File: config.mk
export PLATFORM = sky130hd
export DESIGN_NAME = div_iter_flat
export DESIGN_NICKNAME = d
export VERILOG_FILES = /design/src/rtl/div_if.sv /design/src/rtl/div_iter.sv /design/src/flat_wrapper.sv
export SDC_FILE = /design/constraint.sdc
export NUM_CORES = 1
export LEC_CHECK = 0
export BUFFER_PORTS_ARGS = -buffer_cell sky130_fd_sc_hd__clkbuf_2
export CAP_MARGIN = 20
export CELL_PAD_IN_SITES_DETAIL_PLACEMENT = 1
export CELL_PAD_IN_SITES_GLOBAL_PLACEMENT = 1
export CORE_ASPECT_RATIO = 2
export CORE_MARGIN = 2
export CORE_UTILIZATION = 40
export DETAILED_ROUTE_END_ITERATION = 8
export PLACE_DENSITY_LB_ADDON = 0.08
export SYNTH_ARGS = -nofsm -noshare
export SYNTH_HDL_FRONTEND = slang
export SYNTH_SLANG_ARGS = --single-unit
File: constraint.sdc
create_clock -name clk -period 8.9 [get_ports clk]
set_input_delay 1.78 -clock clk [delete_from_list [all_inputs] [get_ports clk]]
set_output_delay 1.78 -clock clk [all_outputs]
set_load 0.03 [all_outputs]
File: src/rtl/div_if.sv
// Handshake and data bundle between the E-stage control and the iterative divider.
interface div_if #(
  parameter int WIDTH = 32
) ();
  logic               start;
  logic               signed_div;
  logic [WIDTH-1:0]   a;
  logic [WIDTH-1:0]   b;
  logic               annul;
  logic               busy;
  logic               done;
  logic [2*WIDTH-1:0] result;

  modport master (
    output start, signed_div, a, b, annul,
    input  busy, done, result
  );

  modport slave (
    input  start, signed_div, a, b, annul,
    output busy, done, result
  );
endinterface

File: src/rtl/div_iter.sv
// Radix-2 restoring divider for DIV/DIVU: one quotient bit per cycle,
// returns {remainder, quotient} with a one-cycle done pulse.
module div_iter #(
  parameter int WIDTH = 32
) (
  input logic  clk,
  input logic  rst,
  div_if.slave dif
);
  localparam int CW = $clog2(WIDTH) + 1;

  typedef enum logic [1:0] {IDLE, BUSY, DONE} state_t;

  state_t             state;
  logic [CW-1:0]      cnt;
  logic [2*WIDTH-1:0] result_q;

  logic               sa, sb, bz;
  logic [WIDTH-1:0]   bmag;
  logic [WIDTH-1:0]   rem;
  logic [WIDTH-1:0]   quo;

  logic               accept;
  logic               sa_in, sb_in;
  logic [WIDTH:0]     rem_sh;
  logic signed [WIDTH:0] trial;
  logic               ge;
  logic [WIDTH-1:0]   q_fin, r_fin;

  function automatic logic [WIDTH-1:0] cond_neg(input logic [WIDTH-1:0] v, input logic neg);
    return neg ? (~v + WIDTH'(1)) : v;
  endfunction

  assign accept = (state == IDLE) && dif.start && !dif.annul;
  assign sa_in  = dif.signed_div & dif.a[WIDTH-1];
  assign sb_in  = dif.signed_div & dif.b[WIDTH-1];

  // A carry out of the shifted remainder means it already exceeds any divisor.
  assign rem_sh = {rem, quo[WIDTH-1]};
  assign trial  = $signed(rem_sh) - $signed({1'b0, bmag});
  assign ge     = rem_sh[WIDTH] | ~trial[WIDTH];

  // Divide by zero leaves rem = |a|, so only the remainder sign fix is kept.
  assign q_fin = bz ? '1 : cond_neg(quo, sa ^ sb);
  assign r_fin = cond_neg(rem, sa);

  assign dif.busy   = (state == BUSY);
  assign dif.done   = (state == DONE) && !dif.annul;
  assign dif.result = dif.done ? {r_fin, q_fin} : result_q;

  always_ff @(posedge clk) begin
    if (rst) begin
      state    <= IDLE;
      cnt      <= '0;
      result_q <= '0;
    end else begin
      case (state)
        IDLE: begin
          if (accept) begin
            state <= BUSY;
            cnt   <= '0;
          end
        end
        BUSY: begin
          if (dif.annul) begin
            state <= IDLE;
          end else begin
            cnt <= cnt + CW'(1);
            if (cnt == CW'(WIDTH - 1)) state <= DONE;
          end
        end
        DONE: begin
          state <= IDLE;
          if (!dif.annul) result_q <= {r_fin, q_fin};
        end
        default: state <= IDLE;
      endcase
    end
  end

  // Operand capture and the per-cycle shift/subtract step.
  always_ff @(posedge clk) begin
    if (accept) begin
      sa   <= sa_in;
      sb   <= sb_in;
      bz   <= (dif.b == '0);
      bmag <= cond_neg(dif.b, sb_in);
      rem  <= '0;
      quo  <= cond_neg(dif.a, sa_in);
    end else if (state == BUSY) begin
      rem <= ge ? trial[WIDTH-1:0] : rem_sh[WIDTH-1:0];
      quo <= {quo[WIDTH-2:0], ge};
    end
  end
endmodule

File: src/flat_wrapper.sv
// flat-port wrapper written by rule: the top's interface ports become plain ports
module div_iter_flat 
#(
  parameter int WIDTH = 32
)
  (clk, rst, dif_start, dif_signed_div, dif_a, dif_b, dif_annul, dif_busy, dif_done, dif_result);
  div_if #(.WIDTH(WIDTH)) dif_i ();
  input logic clk;
  input logic rst;
  input wire logic [$bits(dif_i.start)-1:0] dif_start;
  input wire logic [$bits(dif_i.signed_div)-1:0] dif_signed_div;
  input wire logic [$bits(dif_i.a)-1:0] dif_a;
  input wire logic [$bits(dif_i.b)-1:0] dif_b;
  input wire logic [$bits(dif_i.annul)-1:0] dif_annul;
  output wire logic [$bits(dif_i.busy)-1:0] dif_busy;
  output wire logic [$bits(dif_i.done)-1:0] dif_done;
  output wire logic [$bits(dif_i.result)-1:0] dif_result;
  assign dif_i.start = dif_start;
  assign dif_i.signed_div = dif_signed_div;
  assign dif_i.a = dif_a;
  assign dif_i.b = dif_b;
  assign dif_i.annul = dif_annul;
  assign dif_busy = dif_i.busy;
  assign dif_done = dif_i.done;
  assign dif_result = dif_i.result;
  div_iter #(.WIDTH(WIDTH)) u_core (.clk(clk), .rst(rst), .dif(dif_i));
endmodule
==> run summary <==
SETUP PATH
------------------------------------------------------------------------------------------------------
Cell family with the largest share of critical-path delay                                 simple AND/OR/NAND/NOR gates
CP max stage cell                                                                         sky130_fd_sc_hd__or4_4
Reg-to-reg slack, setup                                                                        5110 ps
Maximum fanout encountered on the critical timing path                                               5
Kind of capture point of the worst setup path                                              output port
Critical register-to-register path endpoint                                               u_core.rem[26]
Worst path bufs/invs                                                                                 1
Delay of the slowest cell on the worst path                                                     570 ps
Reg2reg path depth                                                                                  12
Startpoint type of the worst setup path                                                           flop
Start-to-end type of the worst setup path                                                   reg -> out
Data arrival, critical path                                                                    3830 ps
Worst path required time                                                                       7120 ps
Worst reg2reg path startpoint                                                             u_core.quo[31]
Ordered list of cells on the worst path                                                   or4_4, or3_4, or4_4, or3_4, o41ai_4, o21ai_1, xor2_1, nor2_2, a21oi_1, clkbuf_2

DETAILED ROUTING
------------------------------------------------------------------------------------------------------
WL per Instance                                                                           17.5 microns
Routed met1 length                                                                             11.4 mm
Vias after detailed routing                                                                      9,271
DRC errors left                                                                                      0
Met3 routed WL                                                                             742 microns
Detailed-route wire length                                                                     30.6 mm
Highest routed metal layer                                                                        met4
DRC marker count from the first detailed-route iteration                                           410
Drt first pass iters                                                                                 4
Post-detailed-route count of antenna-violating nets                                                  0
Length of routed met2 wiring                                                                   17.5 mm
Via count normalized by instance count                                                            5.30

POWER AND IR DROP
------------------------------------------------------------------------------------------------------
Power density over the cells                                                               237 mW/mm^2
VDD IR max                                                                                    0.142 mV
Total Power                                                                                    2890 uW
P_leak                                                                                      0.00502 uW

FLOORPLANNING
------------------------------------------------------------------------------------------------------
Overall die height                                                                         235 microns
Effective utilization at floorplan                                                               40.6%
CORE AREA                                                                                 0.0263 sq mm
Number of top-level pins                                                                           135
Die outline width                                                                          120 microns
Number of standard-cell rows in the floorplan                                                       84
Total die area                                                                            0.0281 sq mm

CLOCK NETWORK
------------------------------------------------------------------------------------------------------
Inserted Clock Buffers                                                                              17
CTS tree                                                                                         built
CTS root buffer                                                                           sky130_fd_sc_hd__clkbuf_16
Number of sinks handled by clock tree synthesis                                                    171
Buffers from clock root to sink, at most                                                             2
Clock transition at the register clock pins on the worst setup and hold paths after CTS          70 ps
Number of buffers added to fix hold violations after cts                                             0
CTS H-Tree Depth                                                                                     4
PostCTS Resize Cnt                                                                                   0
Post-CTS setup buffers                                                                               0
Source-to-sink clock delay at the later pin of the worst-skew pair                              450 ps

GLOBAL ROUTING
------------------------------------------------------------------------------------------------------
Pin count of the biggest net entering global routing                                                73
Initial antenna violation count                                                                      0
Global-route wire length before repair                                                         49.9 mm
Vias in the first global route                                                                   9,729
Total GRT Usage                                                                                  22.4%
Total gr overflow                                                                                    0

PLACED DESIGN
------------------------------------------------------------------------------------------------------
Post-DP HPWL                                                                                   24.0 mm
Post-placement worst setup slack                                                               3370 ps
Port bufs                                                                                          134
Final estimated routing congestion in global placement                                           0.856

RUN STATUS
------------------------------------------------------------------------------------------------------
Outcome                                                                                   complete, no violations

LOGIC SYNTHESIS
------------------------------------------------------------------------------------------------------
Flops & latches, synth                                                                             171
Number of enable-type register cells in the synthesized netlist                                     67
Count of different cell masters after synthesis                                                     61
Portion of the post-synthesis area used by sequential elements                                   38.4%
Cells after synthesis                                                                            1,282
Mapped Area                                                                               0.0107 sq mm
Async S/R FF share, synth                                                                           0%
Number of synthesis warnings                                                                         0
Average footprint of a synthesized cell                                                     8.33 sq um
Dominant register cell in the synthesized netlist                                         sky130_fd_sc_hd__dfxtp_1
Synth Net Count                                                                                  1,389

STA
------------------------------------------------------------------------------------------------------
Max-slew headroom                                                                                29.1%
Shortest clock period the worst path allows after layout                                       5610 ps
Final worst-path setup slack                                                                   3290 ps
Final number of setup-violating endpoints                                                            0
Slew @ Worst Pin                                                                               1040 ps
Fraction of the cycle the final worst path needs                                                 63.0%
Final hold violation count                                                                           0
Total negative setup slack                                                                        0 ps
Count of final max-slew check failures                                                               0
Worst Skew                                                                                     10.8 ps
Highest Clock Rate                                                                             178 MHz
Unrepaired setup endpoints after global routing                                                     no
Final-layout worst hold slack                                                                   545 ps

CELLS AND AREA
------------------------------------------------------------------------------------------------------
Proportion of layout cells with a drive suffix above 1                                           13.7%
Filler cells                                                                                     3,243
Leading cell type in the layout, fill and taps excluded                                   sky130_fd_sc_hd__nand2_1
Antenna diode count                                                                                  0
Area used by multi-input combinational logic                                              0.00615 sq mm
Utilization after layout                                                                         46.5%
Leading cell types in the layout, fill and taps excluded                                  sky130_fd_sc_hd__nand2_1 (155), sky130_fd_sc_hd__o21ai_0 (135), sky130_fd_sc_hd__clkbuf_2 (134), sky130_fd_sc_hd__nor2_1 (114), sky130_fd_sc_hd__dfxtp_1 (104)
Layout Area Growth over Synthesis                                                                14.4%
Storage element area                                                                      0.00409 sq mm
Post-layout nets                                                                                 1,500

MIN PATH
------------------------------------------------------------------------------------------------------
Hold crit path type                                                                         reg -> reg
Hold depth                                                                                           2
Startpoint of the lowest-slack hold path                                                  u_core.rem[31]
Worst Hold End                                                                            u_core.rem[31]

RUN
------------------------------------------------------------------------------------------------------
Max-capacitance violation count                                                                      0

==> Yosys cell counts (all sizes together), types with 2 or more instances <==
master	number	area, sq um
xnor2	65	569
and2	4	25.0
nor3b	7	52.6
o21ai	139	696
a21o	7	52.6
a21boi	2	15.0
nor4	18	125
nor2b	69	432
nand3	16	80.1
a2111oi	3	26.3
inv	57	214
edfxtp	67	2010
a211oi	7	52.6
nor3	22	110
o31ai	21	158
o22ai	3	18.8
and3	7	43.8
buf	4	16.3
a31oi	9	56.3
o21a	2	15.0
a311oi	2	17.5
nor2	116	438
nand2	155	582
and3b	2	17.5
dfxtp	104	2080
a21oi	99	495
ha	37	463
o41ai	15	165
o21bai	4	30.0
a221oi	2	17.5
clkbuf	52	195
or3	10	72.6
o2111ai	3	26.3
mux2	2	22.5
a22oi	2	15.0
nand3b	2	15.0
nand2b	14	87.6
mux2i	14	140
nand4	8	50.1
or4	13	109
xor2	82	718
o211ai	4	30.0
or2	2	12.5
==> tightest hold or removal path, stage by stage, from the launching register on <==
cell and delay (ps):
sky130_fd_sc_hd__dfxtp_1 380, sky130_fd_sc_hd__a2bb2oi_1 70, sky130_fd_sc_hd__o21ai_0 60
==> power breakdown <==
| group | internal, uW | leakage (uW) | switching (uW) |
|---|---|---|---|
| Combinational | 462 | 0.00328 | 684 |
| Sequential | 905 | 0.00148 | 136 |
| Clock | 385 | 0.000267 | 323 |
==> cells by family (layout without fill, tap and decap cells) <==
kind of cell	count (synthesis)	count (layout)	share of synthesized area, %
DFF	171	171	38.4
adders and majority gates	38	38	4.53
buffers and inverters	114	238	4.02
xor gates and xnor gates	147	147	12.1
muxes	16	16	1.52
and+or+nand+nor	466	466	21.3
AOI/OAI and AO/OA	330	330	18.2
==> cell type report <==
type | count | area share, %
clock buffer | 24 | 4.04
tap | 344 | 3.52
timing repair buffer | 148 | 6.41
inverter | 58 | 1.78
multi-input combinational | 997 | 50.4
clock inverter | 8 | 0.328
sequential | 171 | 33.5
==> worst max path at each step <==
| stage | end | start | cells after the start |
|---|---|---|---|
| floorplan | dif_result[26] | dif_annul | 6 |
| global placement | dif_result[1] | dif_annul | 7 |
| detailed placement | dif_result[60] | dif_annul | 7 |
| CTS | dif_result[26] | u_core.quo[10] | 10 |
| global route | dif_result[59] | u_core.rem[14] | 9 |
| finish | dif_result[26] | u_core.quo[10] | 10 |
==> flip-flops by register name, summed over array words and instances, names as in the netlist <==
name	cells
u_core.result_q	64
u_core.bmag	32
u_core.quo	32
u_core.rem	32
u_core.cnt	6
u_core.state	2
u_core.bz	1
u_core.sa	1
u_core.sb	1
==> per-stage QoR <==
stage          std cells  cell area (sq um)
3_3_place_gp        1717              11700
3_5_place_dp        1718              11700
4_1_cts             1750              12200
5_1_grt             1750              12200
2_1_floorplan       1282              10700
6_report            1750              12200
==> routing by layer <==
| layer | global-route usage, % | vias to the layer above |
|---|---|---|
| met3 | 3.28 | 52 |
| met5 | 0 | - |
| met2 | 45.0 | 130 |
| met1 | 22.1 | 4397 |
| met4 | 9.02 | 0 |
| li1 | - | 4692 |
No activity file was read; power rests on OpenSTA's default activity.
